$ cat src/rtl/if_tracker_mo.sv
// Instruction-fetch trace tracker: timestamps req/grant/rvalid of in-order pipelined fetches.
// Optional IF_TRACKER_STATS_EN adds the saturating drop_count output.
package if_tracker_mo_pkg;

    typedef struct packed {
        logic [31:0] time_start;
        logic [31:0] time_end;
    } trace_span_t;

    typedef struct packed {
        logic [31:0] addr;
        logic [31:0] instruction;
        trace_span_t if_data;
        trace_span_t mem_access_req;
        trace_span_t mem_access_res;
    } trace_output;

endpackage

module if_tracker_mo
    import if_tracker_mo_pkg::*;
#(
    parameter int ADDR_WIDTH      = 32,
    parameter int DATA_WIDTH      = 32,
    parameter int MAX_OUTSTANDING = 2,
    parameter int OUT_DEPTH       = 4
) (
    input  logic                  clk,
    input  logic                  rst_n,
    input  logic                  instr_req,
    input  logic [ADDR_WIDTH-1:0] instr_addr,
    input  logic                  instr_grant,
    input  logic                  instr_rvalid,
    input  logic [DATA_WIDTH-1:0] instr_rdata,
    input  integer                counter,
    input  logic                  if_data_ready,
    output logic                  if_data_valid,
    output trace_output           if_data_o,
    output logic                  proto_err
`ifdef IF_TRACKER_STATS_EN
    ,
    output logic [15:0]           drop_count
`endif
);

    typedef struct packed {
        logic [31:0] addr;
        logic [31:0] t_req;
        logic [31:0] t_grant;
    } inflight_t;

    // A depth-1 in-flight queue still uses a 1-bit index; the spare slot is harmless.
    localparam int IW = (MAX_OUTSTANDING > 1) ? $clog2(MAX_OUTSTANDING) : 1;
    localparam int OW = $clog2(OUT_DEPTH);
    localparam logic [IW:0] IF_CAP = (IW+1)'(MAX_OUTSTANDING);

    inflight_t   if_mem [0:(2**IW)-1];
    logic [IW:0] if_wr;
    logic [IW:0] if_rd;
    logic [IW:0] if_used;

    trace_output out_mem [0:OUT_DEPTH-1];
    logic [OW:0] out_wr;
    logic [OW:0] out_rd;

    logic        req_open;
    logic [31:0] req_start;
    logic [31:0] now;
    logic [31:0] start_time;

    logic        if_empty;
    logic        if_full;
    logic        out_empty;
    logic        out_full;
    logic        grant_fire;
    logic        if_pop;
    logic        if_push;
    logic        out_pop;
    logic        out_push;
    inflight_t   if_head;
    trace_output done_rec;

    always_comb begin
        now        = counter;
        start_time = req_open ? req_start : now;
        if_used    = if_wr - if_rd;
        if_empty   = (if_wr == if_rd);
        if_full    = (if_used == IF_CAP);
        out_empty  = (out_wr == out_rd);
        out_full   = (out_wr[OW] != out_rd[OW]) && (out_wr[OW-1:0] == out_rd[OW-1:0]);
        grant_fire = instr_req && instr_grant;
        if_pop     = instr_rvalid && !if_empty;
        // A same-cycle response frees the slot the new grant needs.
        if_push    = grant_fire && (!if_full || if_pop);
        out_pop    = !out_empty && if_data_ready;
        out_push   = if_pop && (!out_full || out_pop);
        if_head    = if_mem[if_rd[IW-1:0]];

        done_rec                           = '0;
        done_rec.addr                      = if_head.addr;
        done_rec.instruction               = 32'(instr_rdata);
        done_rec.if_data.time_start        = if_head.t_req;
        done_rec.if_data.time_end          = now;
        done_rec.mem_access_req.time_start = if_head.t_req;
        done_rec.mem_access_req.time_end   = if_head.t_grant;
        done_rec.mem_access_res.time_start = if_head.t_grant;
        done_rec.mem_access_res.time_end   = now;
    end

    assign if_data_valid = !out_empty;
    assign if_data_o     = out_empty ? '0 : out_mem[out_rd[OW-1:0]];

    always_ff @(posedge clk or negedge rst_n) begin
        if (!rst_n) begin
            req_open  <= 1'b0;
            req_start <= '0;
            if_wr     <= '0;
            if_rd     <= '0;
            out_wr    <= '0;
            out_rd    <= '0;
            proto_err <= 1'b0;
        end else begin
            if (grant_fire) begin
                req_open <= 1'b0;
            end else if (instr_req && !req_open) begin
                req_open  <= 1'b1;
                req_start <= now;
            end

            if (if_pop)  if_rd  <= if_rd + 1'b1;
            if (if_push) if_wr  <= if_wr + 1'b1;
            if (out_pop)  out_rd <= out_rd + 1'b1;
            if (out_push) out_wr <= out_wr + 1'b1;

            if ((instr_rvalid && if_empty) || (grant_fire && !if_push))
                proto_err <= 1'b1;
        end
    end

    // Storage arrays carry no reset; pointers alone define what is valid.
    always_ff @(posedge clk) begin
        if (if_push) begin
            if_mem[if_wr[IW-1:0]] <= '{addr: 32'(instr_addr), t_req: start_time, t_grant: now};
        end
        if (out_push) begin
            out_mem[out_wr[OW-1:0]] <= done_rec;
        end
    end

`ifdef IF_TRACKER_STATS_EN
    always_ff @(posedge clk or negedge rst_n) begin
        if (!rst_n) begin
            drop_count <= '0;
        end else if (if_pop && !out_push && drop_count != 16'hFFFF) begin
            drop_count <= drop_count + 16'd1;
        end
    end
`endif

endmodule

$ cat config.mk
export PLATFORM = sky130hd
export DESIGN_NAME = if_tracker_mo
export DESIGN_NICKNAME = d
export VERILOG_FILES = /design/src/rtl/if_tracker_mo.sv
export SDC_FILE = /design/constraint.sdc
export NUM_CORES = 1
export LEC_CHECK = 0
export BUFFER_PORTS_ARGS = -buffer_cell sky130_fd_sc_hd__clkbuf_2
export CORE_AREA = 8 8 251 253
export CTS_BUF_LIST = sky130_fd_sc_hd__clkbuf_16
export CTS_CLUSTER_SIZE = 16
export DETAILED_ROUTE_END_ITERATION = 10
export DIE_AREA = 0 0 259 261
export HOLD_SLACK_MARGIN = 0.12
export PLACE_DENSITY = 0.85
export SYNTH_ARGS = -nofsm -noshare
export SYNTH_HDL_FRONTEND = slang
export SYNTH_SLANG_ARGS = --single-unit
$ cat constraint.sdc
create_clock -name clk -period 17.9 [get_ports clk]
set_clock_uncertainty 0.05 [all_clocks]
set_input_delay 0.895 -clock clk [delete_from_list [all_inputs] [get_ports clk]]
set_output_delay 0.895 -clock clk [all_outputs]
set_load 0.05 [all_outputs]
==> results of run 1 <==
[worst paths after layout]
| path | to | depth (start not counted) |
|---|---|---|
| worst max-delay path | if_data_o[26] | 5 |
| worst min-delay path | req_start[11] | 2 |
| worst max register to register | out_mem[1][193] | 5 |
| worst min register to register | out_rd[2] | 1 |
| max in group asynchronous | if_rd[0] | 2 |
| min in group clk | if_mem[1][92] | 1 |
[worst register-to-register path: stages (launching register included)]
cell and delay, ns:
dfrtp_4 0.82, xor2_1 0.34, o21ai_1 0.22, nor2_1 0.36
and2_4 0.61, buf_4 0.89
[sequential cells by signal (all words and copies together), names as in the netlist]
| register | count |
|---|---|
| if_mem | 192 |
| req_start | 32 |
| out_mem | 640 |
| req_open | 1 |
| if_wr | 2 |
| out_wr | 3 |
| out_rd | 3 |
| proto_err | 1 |
| if_rd | 2 |
[layer usage]
| metal | GRT usage (%) | vias to the layer above | share of wire (%) |
|---|---|---|---|
| li1 | - | 6748 | - |
| met1 | 25.7 | 8400 | 39 |
| met2 | 35.3 | 596 | 53 |
| met3 | 3.93 | 94 | 6.4 |
| met4 | 6.42 | 2 | 1.9 |
| met5 | 0 | - | 0.023 |
[stage by stage]
step | util (%) | cells | setup WS, ns
global route | 64.9 | 2719 | 12.92
finish | 64.9 | 2722 | 13.21
floorplan | - | 1568 | 4.22
CTS | 64.9 | 2719 | 13.11
global placement | 60.4 | 2559 | 13.88
detailed placement | 60.4 | 2559 | 13.73
[cell families after synthesis]
family	Yosys count	synth area share (%)
xor+xnor	14	0.361
flops	876	76.8
mux	322	16.0
fa+ha+maj	5	0.184
compound gates	4	0.0921
simple gates	176	3.23
buf+inv	171	3.34
[cells in the final DEF, fill, tap and decap left out]
master,Yosys,layout
a211o_1,1,1
and2_1,164,160
and2_4,0,4
buf_12,0,2
buf_2,16,1
buf_4,106,16
bufinv_16,0,5
clkbuf_16,0,90
clkbuf_2,0,358
clkinv_1,0,18
clkinv_2,0,13
clkinv_8,0,1
clkinvlp_4,0,8
dfrtp_1,44,40
dfrtp_2,0,1
dfrtp_4,0,3
diode_2,0,3
edfxtp_1,832,832
ha_1,5,5
inv_1,3,26
inv_6,0,2
mux2_2,162,162
mux4_2,160,160
nand2_1,2,2
nand3_1,1,1
nor2_1,3,3
nor2b_4,0,1
nor3b_2,1,1
nor3b_4,0,1
nor4_1,1,1
nor4b_1,1,1
o21a_1,1,1
o21ai_1,1,1
o311a_1,1,1
or3_4,0,1
xnor2_1,5,5
xor2_1,9,9
[final cells by class]
class	instances	area (um^2)	share of cell area, %
Tap cell	782	978	2.54
Clock inverter	70	463	1.20
Multi-Input combinational cell	521	6780	17.6
Timing Repair Buffer	377	1960	5.08
Clock buffer	90	2250	5.84
Sequential cell	876	26100	67.7
Inverter	3	11.3	0.0292
Antenna cell	3	7.51	0.0195
==> results.yml, run 1 <==
status:
  status: "finished clean"
global_routing:
  grt_max_degree: 162
  grt_pass1_wl_mm: 104
  grt_use_total_pct: 20.3
  antenna_found_initial: 3
  grt_pass1_vias: 17300
  gr-total-overflow: 0
sta:
  fin_crit_ns: 4.69
  hold_viol_final: 0
  slew_headroom_pct: 19.9
  tightest_slew_ns: 1.20
  fmax_ghz: 0.213
  rsz0062_at_grt: "false"
  fin_crit_sh_pct: 26.2
  whs_ns: 0.404
  slew_viol_final: 0
  tns_ns: 0
  setup_viol: 0
clock_network:
  clockBufferDepth: 3
  clockRootBuffer: "clkbuf_16"
  insertion_delay_ns: 0.61
  numClockSinks: 876
  cts_resized: 0
  cts_htree_levels: 3
  cts.hold.buffers_added: 0
  cts_tree: "done"
  clk_pin_slew_ns: 0.06
  cts_setup_buffers: 0
  numCtsBuffers: 86
synth:
  synth_area_per_cell_um2: 21.7
  synth_cell_type_count: 27
  synth_ff_type: "edfxtp_1"
  ys_ff_latch: 876
  synth.most_common_cell: "edfxtp_1"
  synth_top_area_share_pct: 73.6
  synth_commonest_cells: "edfxtp_1 (832), and2_1 (164), mux2_2 (162)"
  synth_nets: 1675
  yosysSeqAreaShare_pct: 76.8
  synth_edf_count: 832
  synth_top_cell_by_area: "edfxtp_1"
  synth.area.top_cells: "edfxtp_1 (74%), mux4_2 (11%), mux2_2 (5.4%)"
  synth-async-reset-ratio_pct: 5.02
  netlist_area_um2: 34000
  yosysWarnings: 0
  netlist_instances: 1568
layout:
  final_layout_size_suffix_gt1_share_pct: 42.8
  design_area_um2: 38500
  syn2layout_area_growth_pct: 13.5
  finalNetCount: 1972
  fill_cells: 3694
placed_design:
  port_buffers: 359
  dp_hpwl_mm: 38.0
  dpl_cell_area_um2: 35800
  routabilityCongestion: 0.733
floorplan:
  core-area_um2: 59300
  io_pins: 360
  rows: 90
  die_width_um: 259
  dieArea_um2: 67600
  initial_utilization_pct: 57.2
  die_y_um: 261
setup_path:
  crit_slowest_cell: "dfrtp_4"
  startpoint_type: "register"
  arrival_ns: 3.74
  critPathRequiredTime_ns: 16.96
  crit_family: "buffers and inverters"
  crit_chain: "xor2_1 > or3_4 > buf_4 > and2_1 > clkbuf_2"
  worstPathMaxFanout: 98
  cpPeakStageDelay_ns: 0.82
  critPathCaptureType: "output pin"
  r2r-start: "if_rd[0]"
  cp_num_buf_inv: 2
  crit_start: "out_rd[1]"
  ff2ff_setup_slack_ns: 14.13
  crit_type: "reg2out"
detailed_routing:
  drtIter0Drc: 1337
  vias: 15800
  first_pass_iters: 5
  detail_route.vias_per_cell: 5.82
  drc: 0
  wl_per_cell_um: 25.5
  drt-total-wl_mm: 69.3
  ant_nets: 0
min_path:
  hp-class: "in2async"
flow_run:
  cap_violations: 0
Power of run 1 is not shown: default switching activity piles up to over one toggle a cycle in this logic, so the estimate is an artifact.
==> run 2, diff against run 1 <==
==> constraint.sdc (replaced) <==
create_clock -name clk -period 4.5 [get_ports clk]
set_clock_uncertainty 0.05 [all_clocks]
set_input_delay 0.225 -clock clk [delete_from_list [all_inputs] [get_ports clk]]
set_output_delay 0.225 -clock clk [all_outputs]
set_load 0.05 [all_outputs]
==> run 2 against run 1 <==
  * Cell count rose by 3.8%
  * Wire length is 0.80% higher
  * Count of clock-buffer cells in the layout shrank 4
  * Via count is 1.7% higher
  * Sequential share of layout area fell by 1.9 points
  * First-iteration DRC count decreased by 2.5%
  * Flip-flop and latch count is the same
  * Critical path depth unchanged
  * Critical path type unchanged
  * Highest routed layer is now met4
  * Worst hold slack worse by 0.15 ns
  * Setup slack lost 12 ns
  * Utilization grew 1.9 points
==> results.yml, run 2 (same netlist as run 1, synthesis figures left out) <==
status:
  status: "finished clean"
setup_path:
  crit_type: "reg2out"
  critPathCaptureType: "output pin"
  cp_num_buf_inv: 2
  critPathRequiredTime_ns: 4.22
  cpPeakStageDelay_ns: 0.73
  crit_chain: "xor2_1 > or3_4 > buf_12 > and2_1 > clkbuf_2"
  worstPathMaxFanout: 105
  arrival_ns: 3.20
  crit_slowest_cell: "dfrtp_4"
  crit_family: "simple AND/OR/NAND/NOR gates"
  startpoint_type: "register"
  ff2ff_setup_slack_ns: 1.35
floorplan:
  initial_utilization_pct: 57.2
  die_y_um: 261
  die_width_um: 259
  rows: 90
  core-area_um2: 59300
  dieArea_um2: 67600
  io_pins: 360
sta:
  slew_headroom_pct: 23.9
  tightest_slew_ns: 1.14
  hold_viol_final: 0
  fmax_ghz: 0.288
  fin_ws_ns: 1.03
  fin_crit_sh_pct: 77.2
  slew_viol_final: 0
  setup_viol: 0
  rsz0062_at_grt: "false"
  fin_crit_ns: 3.47
detailed_routing:
  drtIter0Drc: 1304
  drc: 0
  detail_route.vias_per_cell: 5.70
  wl_per_cell_um: 24.7
  ant_nets: 0
  vias: 16100
  drt-total-wl_mm: 69.9
  first_pass_iters: 5
global_routing:
  grt_max_degree: 105
  grt_pass1_wl_mm: 105
  grt_pass1_vias: 17700
  antenna_found_initial: 0
  grt_use_total_pct: 20.5
  gr-total-overflow: 0
clock_network:
  insertion_delay_ns: 0.62
  clk_pin_slew_ns: 0.07
  numCtsBuffers: 82
  numClockSinks: 876
  cts_tree: "done"
  clockRootBuffer: "clkbuf_16"
  cts_htree_levels: 3
  clockBufferDepth: 3
layout:
  layout_common_cells: "edfxtp_1 (832), clkbuf_2 (358), mux2_2 (162)"
  multi_input_area_um2: 6810
  finalNetCount: 2086
  syn2layout_area_growth_pct: 16.8
  fill_cells: 3641
  ff_latch_area_um2: 26100
  largest_reg_flops: 640
  final_layout_size_suffix_gt1_share_pct: 41.2
  final_common_cell: "edfxtp_1"
placed_design:
  dp_hpwl_mm: 40.7
  place_ws_ns: 1.29
  routabilityCongestion: 0.735
  port_buffers: 359
flow_run:
  cap_violations: 0
min_path:
  hp-class: "in2async"
-- run 2: cell types whose count changed in the layout (fill, tap and decap cells not counted), sizes merged --
cell	delta
buf	+15
bufinv	-2
clkbuf	-4
clkinv	+8
clkinvlp	-3
diode	-2
dlygate4sd3	+103
inv	-11
-- run 2: layer usage --
layer | vias up | track usage (%) | wire length (um)
met4 | 0 | 6.34 | 1530
met2 | 607 | 35.8 | 36400
li1 | 6975 | - | -
met3 | 101 | 3.80 | 4100
met1 | 8429 | 26.2 | 27800
met5 | - | 0 | 0
-- run 2: worst reg2reg max path, delay by kind of cell, from the launching register on --
kind                   cells  cell delay (ns)
buffers and inverters      1             0.51
flip-flops                 1             0.73
AND/OR/NAND/NOR            3             1.28
XOR/XNOR                   1             0.23
-- run 2: path summary, 6_finish.rpt --
check	start	to	depth (start not counted)
max in group asynchronous	rst_n	out_rd[1]	3
min	rst_n	req_start[4]	3
max	out_rd[1]	if_data_o[188]	5
max reg2reg	out_rd[1]	out_mem[2][160]	5
min in group clk	instr_addr[25]	if_mem[1][89]	2
min reg2reg	out_wr[2]	out_wr[2]	1
-- run 2: per-stage QoR --
stage	TNS [ns]	util, %	area (um^2)	std cells	hold WS (ns)
floorplan	-146.67	-	34000	1568	-0.121
global placement	0	60.8	36100	2574	0.365
detailed placement	0	60.8	36100	2574	0.368
CTS	0	66.8	39700	2825	0.234
global route	0	66.8	39700	2825	0.288
finish	0	66.8	39700	2826	0.251
-- run 2: cell type report --
type                       instances  share of cell area [%]
antenna                            1                 0.00631
clock buffer                      86                    5.43
clock inverter                    62                   0.950
inverter                           3                  0.0284
multi-input combinational        521                    17.2
sequential                       876                    65.8
tap                              782                    2.47
timing repair buffer             495                    8.13
-- run 2: timing repair --
| item | CTS | global route |
|---|---|---|
| hold buffers | 103 | 0 |
| hold endpoints to repair | 536 | 0 |
| setup buffers | 0 | 0 |
| setup endpoints to repair | 0 | 0 |
| gates resized for setup | 0 | 0 |
Power of run 2 is left out for the same reason.
